### config.mk
export PLATFORM = sky130hd
export DESIGN_NAME = ll_mux_scheduler_flat
export DESIGN_NICKNAME = d
export VERILOG_FILES = /design/src/rtl/ll_mux_scheduler_if.sv /design/src/rtl/ll_mux_scheduler.sv /design/src/flat_wrapper.sv
export SDC_FILE = /design/constraint.sdc
export NUM_CORES = 1
export LEC_CHECK = 0
export ABC_AREA = 1
export ABC_CLOCK_PERIOD_IN_PS = 19880
export BUFFER_PORTS_ARGS = -buffer_cell sky130_fd_sc_hd__buf_2
export CAP_MARGIN = 20
export CELL_PAD_IN_SITES_DETAIL_PLACEMENT = 1
export CELL_PAD_IN_SITES_GLOBAL_PLACEMENT = 2
export CORE_MARGIN = 4
export CORE_UTILIZATION = 40
export CTS_BUF_LIST = sky130_fd_sc_hd__clkbuf_4 sky130_fd_sc_hd__clkbuf_8 sky130_fd_sc_hd__clkbuf_16
export DETAILED_ROUTE_END_ITERATION = 10
export HOLD_SLACK_MARGIN = 0.15
export MAX_ROUTING_LAYER = met4
export PLACE_DENSITY = 0.92
export SLEW_MARGIN = 20
export SYNTH_ARGS = -nofsm -noshare
export SYNTH_HDL_FRONTEND = slang
export SYNTH_SLANG_ARGS = --single-unit
### constraint.sdc
create_clock -name clk -period 19.88 [get_ports clk]
set_input_delay 2.982 -clock clk [delete_from_list [all_inputs] [get_ports clk]]
set_output_delay 2.982 -clock clk [all_outputs]
set_load 0.02 [all_outputs]
### src/rtl/ll_mux_scheduler_if.sv
// Sample-in / result-out handshake bundle for the line-length scheduler.
interface ll_mux_scheduler_if #(
  parameter int DATA_WIDTH = 32,
  parameter int CH_W       = 2,
  parameter int ACC_W      = 41
);
  logic signed [DATA_WIDTH-1:0] din;
  logic [CH_W-1:0]              din_ch;
  logic                         din_valid;
  logic                         din_ready;
  logic [ACC_W-1:0]             dout;
  logic [CH_W-1:0]              dout_ch;
  logic                         dout_flag;
  logic                         dout_valid;
  logic                         dout_ready;

  // Producer of samples / consumer of results
  modport master (
    output din, din_ch, din_valid, dout_ready,
    input  din_ready, dout, dout_ch, dout_flag, dout_valid
  );

  // The scheduler itself
  modport slave (
    input  din, din_ch, din_valid, dout_ready,
    output din_ready, dout, dout_ch, dout_flag, dout_valid
  );
endinterface

### src/rtl/ll_mux_scheduler.sv
// Line-length (sum of |x[n]-x[n-1]|) datapath shared by NUM_CH channels.
// One tagged sample per cycle; per-channel prev/acc/count; single-entry
// result buffer with valid/ready on both sides.
module ll_mux_scheduler #(
  parameter int DATA_WIDTH = 32,
  parameter int NUM_CH     = 4,
  parameter int CH_W       = 2,
  parameter int WIN_LEN    = 256,
  parameter int CNT_W      = 9,
  parameter int ACC_W      = 41
) (
  input  logic             clk,
  input  logic             rst,
  input  logic             en,
  input  logic [ACC_W-1:0] threshold,
  output logic             err_ch,
  output logic [15:0]      win_count,
  ll_mux_scheduler_if.slave bus
);

  typedef enum logic {UNPRIMED = 1'b0, ACCUM = 1'b1} ch_state_t;

  // State arrays span the whole id space so any din_ch indexes in range;
  // ids >= NUM_CH are never written.
  localparam int               NUM_SLOT = 1 << CH_W;
  localparam logic [CH_W:0]    NUM_CH_L = (CH_W+1)'(NUM_CH);
  localparam logic [CNT_W-1:0] LAST_CNT = CNT_W'(WIN_LEN - 1);
  localparam logic [ACC_W-1:0] ACC_MAX  = '1;

  // |a - b| at one extra bit so the difference can never overflow
  function automatic logic [DATA_WIDTH:0] abs_diff(
    input logic signed [DATA_WIDTH-1:0] a,
    input logic signed [DATA_WIDTH-1:0] b
  );
    logic signed [DATA_WIDTH:0] d;
    d = $signed({a[DATA_WIDTH-1], a}) - $signed({b[DATA_WIDTH-1], b});
    return d[DATA_WIDTH] ? $unsigned(-d) : $unsigned(d);
  endfunction

  // Accumulate with clamp at the accumulator's full-scale value
  function automatic logic [ACC_W-1:0] sat_add(
    input logic [ACC_W-1:0]    acc,
    input logic [DATA_WIDTH:0] a
  );
    logic [ACC_W:0] s;
    s = {1'b0, acc} + (ACC_W+1)'(a);
    return s[ACC_W] ? ACC_MAX : s[ACC_W-1:0];
  endfunction

  ch_state_t                    r_state [NUM_SLOT];
  logic signed [DATA_WIDTH-1:0] r_prev  [NUM_SLOT];
  logic [ACC_W-1:0]             r_acc   [NUM_SLOT];
  logic [CNT_W-1:0]             r_cnt   [NUM_SLOT];

  logic [ACC_W-1:0] r_dout;
  logic [CH_W-1:0]  r_dout_ch;
  logic             r_dout_flag;
  logic             r_dout_valid;
  logic             r_err_ch;
  logic [15:0]      r_win_count;

  logic                w_ch_ok;
  logic                w_accept;
  logic                w_upd;
  logic                w_take;
  logic                w_primed;
  logic                w_close;
  logic [DATA_WIDTH:0] w_abs;
  logic [ACC_W-1:0]    w_sum;

  assign w_ch_ok  = {1'b0, bus.din_ch} < NUM_CH_L;
  assign bus.din_ready = en & ~rst & (~r_dout_valid | bus.dout_ready);
  assign w_accept = bus.din_valid & bus.din_ready;
  assign w_upd    = w_accept & w_ch_ok;
  assign w_take   = r_dout_valid & bus.dout_ready;
  assign w_primed = (r_state[bus.din_ch] == ACCUM);
  assign w_close  = w_primed & (r_cnt[bus.din_ch] == LAST_CNT);
  assign w_abs    = abs_diff(bus.din, r_prev[bus.din_ch]);
  assign w_sum    = sat_add(r_acc[bus.din_ch], w_abs);

  assign bus.dout       = r_dout;
  assign bus.dout_ch    = r_dout_ch;
  assign bus.dout_flag  = r_dout_flag;
  assign bus.dout_valid = r_dout_valid;
  assign err_ch         = r_err_ch;
  assign win_count      = r_win_count;

  // Per-channel FSM: first sample primes prev, later samples accumulate
  always_ff @(posedge clk) begin
    if (rst) begin
      for (int i = 0; i < NUM_SLOT; i++) begin
        r_state[i] <= UNPRIMED;
        r_prev[i]  <= '0;
        r_acc[i]   <= '0;
        r_cnt[i]   <= '0;
      end
    end else if (w_upd) begin
      r_prev[bus.din_ch]  <= bus.din;
      r_state[bus.din_ch] <= ACCUM;
      if (w_primed) begin
        if (w_close) begin
          r_acc[bus.din_ch] <= '0;
          r_cnt[bus.din_ch] <= '0;
        end else begin
          r_acc[bus.din_ch] <= w_sum;
          r_cnt[bus.din_ch] <= r_cnt[bus.din_ch] + 1'b1;
        end
      end
    end
  end

  // Result buffer: load on window close, otherwise drain on handshake
  always_ff @(posedge clk) begin
    if (rst) begin
      r_dout       <= '0;
      r_dout_ch    <= '0;
      r_dout_flag  <= 1'b0;
      r_dout_valid <= 1'b0;
      r_err_ch     <= 1'b0;
      r_win_count  <= '0;
    end else begin
      r_err_ch <= w_accept & ~w_ch_ok;
      if (w_upd && w_close) begin
        r_dout       <= w_sum;
        r_dout_ch    <= bus.din_ch;
        r_dout_flag  <= (w_sum > threshold);
        r_dout_valid <= 1'b1;
        r_win_count  <= r_win_count + 16'd1;
      end else if (w_take) begin
        r_dout_valid <= 1'b0;
      end
    end
  end

endmodule

### src/flat_wrapper.sv
// flat-port wrapper written by rule: the top's interface ports become plain ports
module ll_mux_scheduler_flat 
#(
  parameter int DATA_WIDTH = 32,
  parameter int NUM_CH     = 4,
  parameter int CH_W       = 2,
  parameter int WIN_LEN    = 256,
  parameter int CNT_W      = 9,
  parameter int ACC_W      = 41
)
  (clk, rst, en, threshold, err_ch, win_count, bus_din, bus_din_ch, bus_din_valid, bus_dout_ready, bus_din_ready, bus_dout, bus_dout_ch, bus_dout_flag, bus_dout_valid);
  ll_mux_scheduler_if #(.DATA_WIDTH(DATA_WIDTH), .CH_W(CH_W), .ACC_W(ACC_W)) bus_i ();
  input  logic clk;
  input  logic rst;
  input  logic en;
  input  logic [ACC_W-1:0] threshold;
  output logic err_ch;
  output logic [15:0] win_count;
  input wire logic [$bits(bus_i.din)-1:0] bus_din;
  input wire logic [$bits(bus_i.din_ch)-1:0] bus_din_ch;
  input wire logic [$bits(bus_i.din_valid)-1:0] bus_din_valid;
  input wire logic [$bits(bus_i.dout_ready)-1:0] bus_dout_ready;
  output wire logic [$bits(bus_i.din_ready)-1:0] bus_din_ready;
  output wire logic [$bits(bus_i.dout)-1:0] bus_dout;
  output wire logic [$bits(bus_i.dout_ch)-1:0] bus_dout_ch;
  output wire logic [$bits(bus_i.dout_flag)-1:0] bus_dout_flag;
  output wire logic [$bits(bus_i.dout_valid)-1:0] bus_dout_valid;
  assign bus_i.din = bus_din;
  assign bus_i.din_ch = bus_din_ch;
  assign bus_i.din_valid = bus_din_valid;
  assign bus_i.dout_ready = bus_dout_ready;
  assign bus_din_ready = bus_i.din_ready;
  assign bus_dout = bus_i.dout;
  assign bus_dout_ch = bus_i.dout_ch;
  assign bus_dout_flag = bus_i.dout_flag;
  assign bus_dout_valid = bus_i.dout_valid;
  ll_mux_scheduler #(.DATA_WIDTH(DATA_WIDTH), .NUM_CH(NUM_CH), .CH_W(CH_W), .WIN_LEN(WIN_LEN), .CNT_W(CNT_W), .ACC_W(ACC_W)) u_core (.clk(clk), .rst(rst), .en(en), .threshold(threshold), .err_ch(err_ch), .win_count(win_count), .bus(bus_i));
endmodule
==> flow_summary.yaml <==
cts:
  insertion_delay_ns: 0.59
  post_cts_buffers: 0
  clkSlewWorstSetupHoldPaths_ns: 0.06
  cts_buffers: 45
  cts.sinks: 393
  cts_tree: "yes"
  cts.htree.levels: 2
  ctsRootBufferMaster: "clkbuf_16"
  post_cts_resized: 0
  hold_buffers: 0
  clk_path_buf_depth: 3
floorplan:
  start_util: 0.404
  pin_count: 143
  die_area_sq_mm: 0.0649
  core_area_sq_mm: 0.0602
  num_rows: 90
  die_w_um: 255
  dieHeight_um: 255
synth:
  synth-xor-area-share: 0.0155
  synth_top_family_by_area: "simple AND/OR/NAND/NOR gates"
  synth-compound-area-share: 0.102
  synth_area_sq_mm: 0.0243
  synth_fp_nets: 3292
  syn_inst: 3100
  synth_seq_area_share: 0.460
  avgSynthCellArea_sq_um: 7.85
  yosysWarnings: 0
  yosys-mux-area-fraction: 0
  synth_cell_types: 57
  synth-simple-area-share: 0.276
  ys_seq_elements: 393
  synth_ff_type: "edfxtp_1"
  synth_edf_count: 332
  synthArstFlopShare: 0
  synthAdderAreaFrac: 0.0582
final_layout:
  final_cells: 4016
  nNetsFinal: 3391
  syn_to_final_growth_pct: 11.9
  drive_gt1_frac: 0.120
  antenna_cells: 0
worst_setup_path:
  cpMaxStageDelayCell: "inv_4"
  crit_top_cell: "nand2_1"
  crit_fanout: 89
  end_kind: "flop"
  cpPeakStageDelay_ns: 0.81
  worstPathArrival_ns: 11.86
  start_kind: "primary input"
  worstSetupPathType: "in -> reg"
  worst_ep_required_time_ns: 20.39
route:
  num_vias: 21700
  routedWlPerCell_um: 20.2
  drtIter0Drc: 1266
  post_drt_via_cell_ratio: 5.41
  drc: 0
  wl_mm: 81.0
  drt_pre_antenna_iters: 5
  ant_nets: 0
pwr:
  p_sw_frac: 0.388
  p_sw_uw: 1120
  clkPwrFrac: 0.296
  pwr-share-seq: 0.326
  p_per_area_mw_per_mm2: 106
  power_leakage_uw: 0.0127
  comb_power_share: 0.378
  peakVddDrop_mv: 0.0701
  internal-power_uw: 1760
timing:
  drv_slew: 0
  fin_setup_tns_ns: 0
  worstMarginPinSlew_ns: 0.983
  post-route-min-period_ns: 11.35
  fin_crit_sh: 0.571
  setup-violations-final: 0
  hold_viol: 0
  slew_headroom: 0.344
  fin_ws_ns: 8.53
  clock_skew_ns: 0.0260
  fmax_mhz: 88.1
  rsz0062_at_grt: "no"
placement:
  place_ws_ns: 8.08
  io_buffers: 141
  dp.cells: 3934
  gp_congestion: 0.944
  dp.final_hpwl_mm: 58.2
run:
  cap_violations: 0
worst_hold_path:
  hold_path_class: "reg -> reg"
global_route:
  grt_use_total: 0.256
  grt_pass1_vias: 23200
  grt_overflow: 0
  grt_pass1_wl_mm: 127
  antenna_found_initial: 1
  grt_max_degree: 90
outcome:
  status: "complete, no violations"
## worst max-delay path: cells and delay by family
family / cells / cell delay (ns)
XOR/XNOR: 1 / 0.14
buffers and inverters: 9 / 3.04
adder cells (fa/ha/maj): 3 / 1.06
AND/OR/NAND/NOR: 20 / 2.79
AO/OA/AOI/OAI: 8 / 1.69
## logic make-up (layout without fill, tap and decap cells)
kind of cell               count (synthesis)  after routing
and+or+nand+nor                         1583           1583
buffers and inverters                    537            671
AOI/OAI and AO/OA                        431            431
DFF                                      393            393
adders and majority gates                112            112
xor gates and xnor gates                  43             43
other                                      1              1
## synth_stat cells (all sizes together), types with 5 or more instances
cell type | n | share of area
clkbuf | 65 | 0.010
o21ai | 173 | 0.036
dfxtp | 61 | 0.050
ha | 110 | 0.057
buf | 47 | 0.012
nand4 | 30 | 0.0077
edfxtp | 332 | 0.41
nand3 | 165 | 0.039
a21oi | 150 | 0.031
or2 | 9 | 0.0023
inv | 424 | 0.066
a21o | 7 | 0.0022
and2 | 5 | 0.0013
xnor2 | 6 | 0.0022
a32oi | 6 | 0.0022
a32o | 32 | 0.013
nor3 | 21 | 0.0049
o21a | 10 | 0.0031
nor2 | 612 | 0.099
o22ai | 36 | 0.0093
xor2 | 37 | 0.013
nand2 | 729 | 0.12
## cells in the final DEF (no fill, tap or decap), types with 46 or more instances in the layout
cell,netlist,final
a21oi_1,148,148
buf_2,18,140
clkbuf_16,0,46
dfxtp_1,61,61
edfxtp_1,332,332
ha_1,110,110
inv_1,413,412
nand2_1,676,669
nand2_2,53,57
nand3_1,140,140
nor2_1,584,583
o21ai_0,158,158
## final timing paths
check,from,to,slack [ns],cells past startpoint
max,bus_din_ch[0],u_core.bus.dout_flag,8.53,41
min,u_core.win_count[14],u_core.win_count[14],0.51,2
max reg2reg,u_core.r_prev[1][0],u_core.bus.dout_flag,12.47,39
min reg2reg,u_core.win_count[14],u_core.win_count[14],0.51,2
## metal layers
metal,track usage,up-vias,wire length (um)
li1,-,10300,-
met5,-,-,0
met3,0.0330,144,3890
met1,0.330,10700,35900
met2,0.425,521,38900
met4,0.0753,0,2320
## sequential cells by signal, summed over array words and instances, names as in the netlist
register and cells:
u_core.r_acc 164, u_core.bus.dout_ch 2, u_core.win_count 16, u_core.r_cnt 36
u_core.r_state 4, u_core.r_prev 128, u_core.bus.dout_valid 1, u_core.bus.dout_flag 1
u_core.bus.dout 41
## power by group through the flow
stage | clock, uW | combinational, uW | sequential, uW
final | 854 | 1090 | 939
after global routing | 905 | 1210 | 942
after CTS | 869 | 1090 | 940
after detailed placement | 0 | 1070 | 957
after global placement | 0 | 1050 | 954
after floorplan | 0 | 714 | 954
## area by class of cell
| cell class | count | area, sq um |
|---|---|---|
| Clock inverter | 29 | 308 |
| Fill cell | 7307 | 33000 |
| Clock buffer | 53 | 1210 |
| Tap cell | 782 | 978 |
| Inverter | 425 | 1600 |
| Sequential cell | 393 | 11200 |
| Multi-Input combinational cell | 2170 | 11100 |
| Timing Repair Buffer | 164 | 881 |
## through the flow
stage | utilization | total power (uW) | hold WS, ns | cell area, sq um
after global routing | 0.452 | 3060 | 0.541 | 27200
after detailed placement | 0.427 | 2030 | 0.505 | 25700
after CTS | 0.452 | 2890 | 0.515 | 27200
after floorplan | - | 1670 | 0.540 | 24300
after global placement | 0.427 | 2010 | 0.478 | 25700
final | 0.452 | 2880 | 0.508 | 27200
No activity file was read; power rests on OpenSTA's default activity.
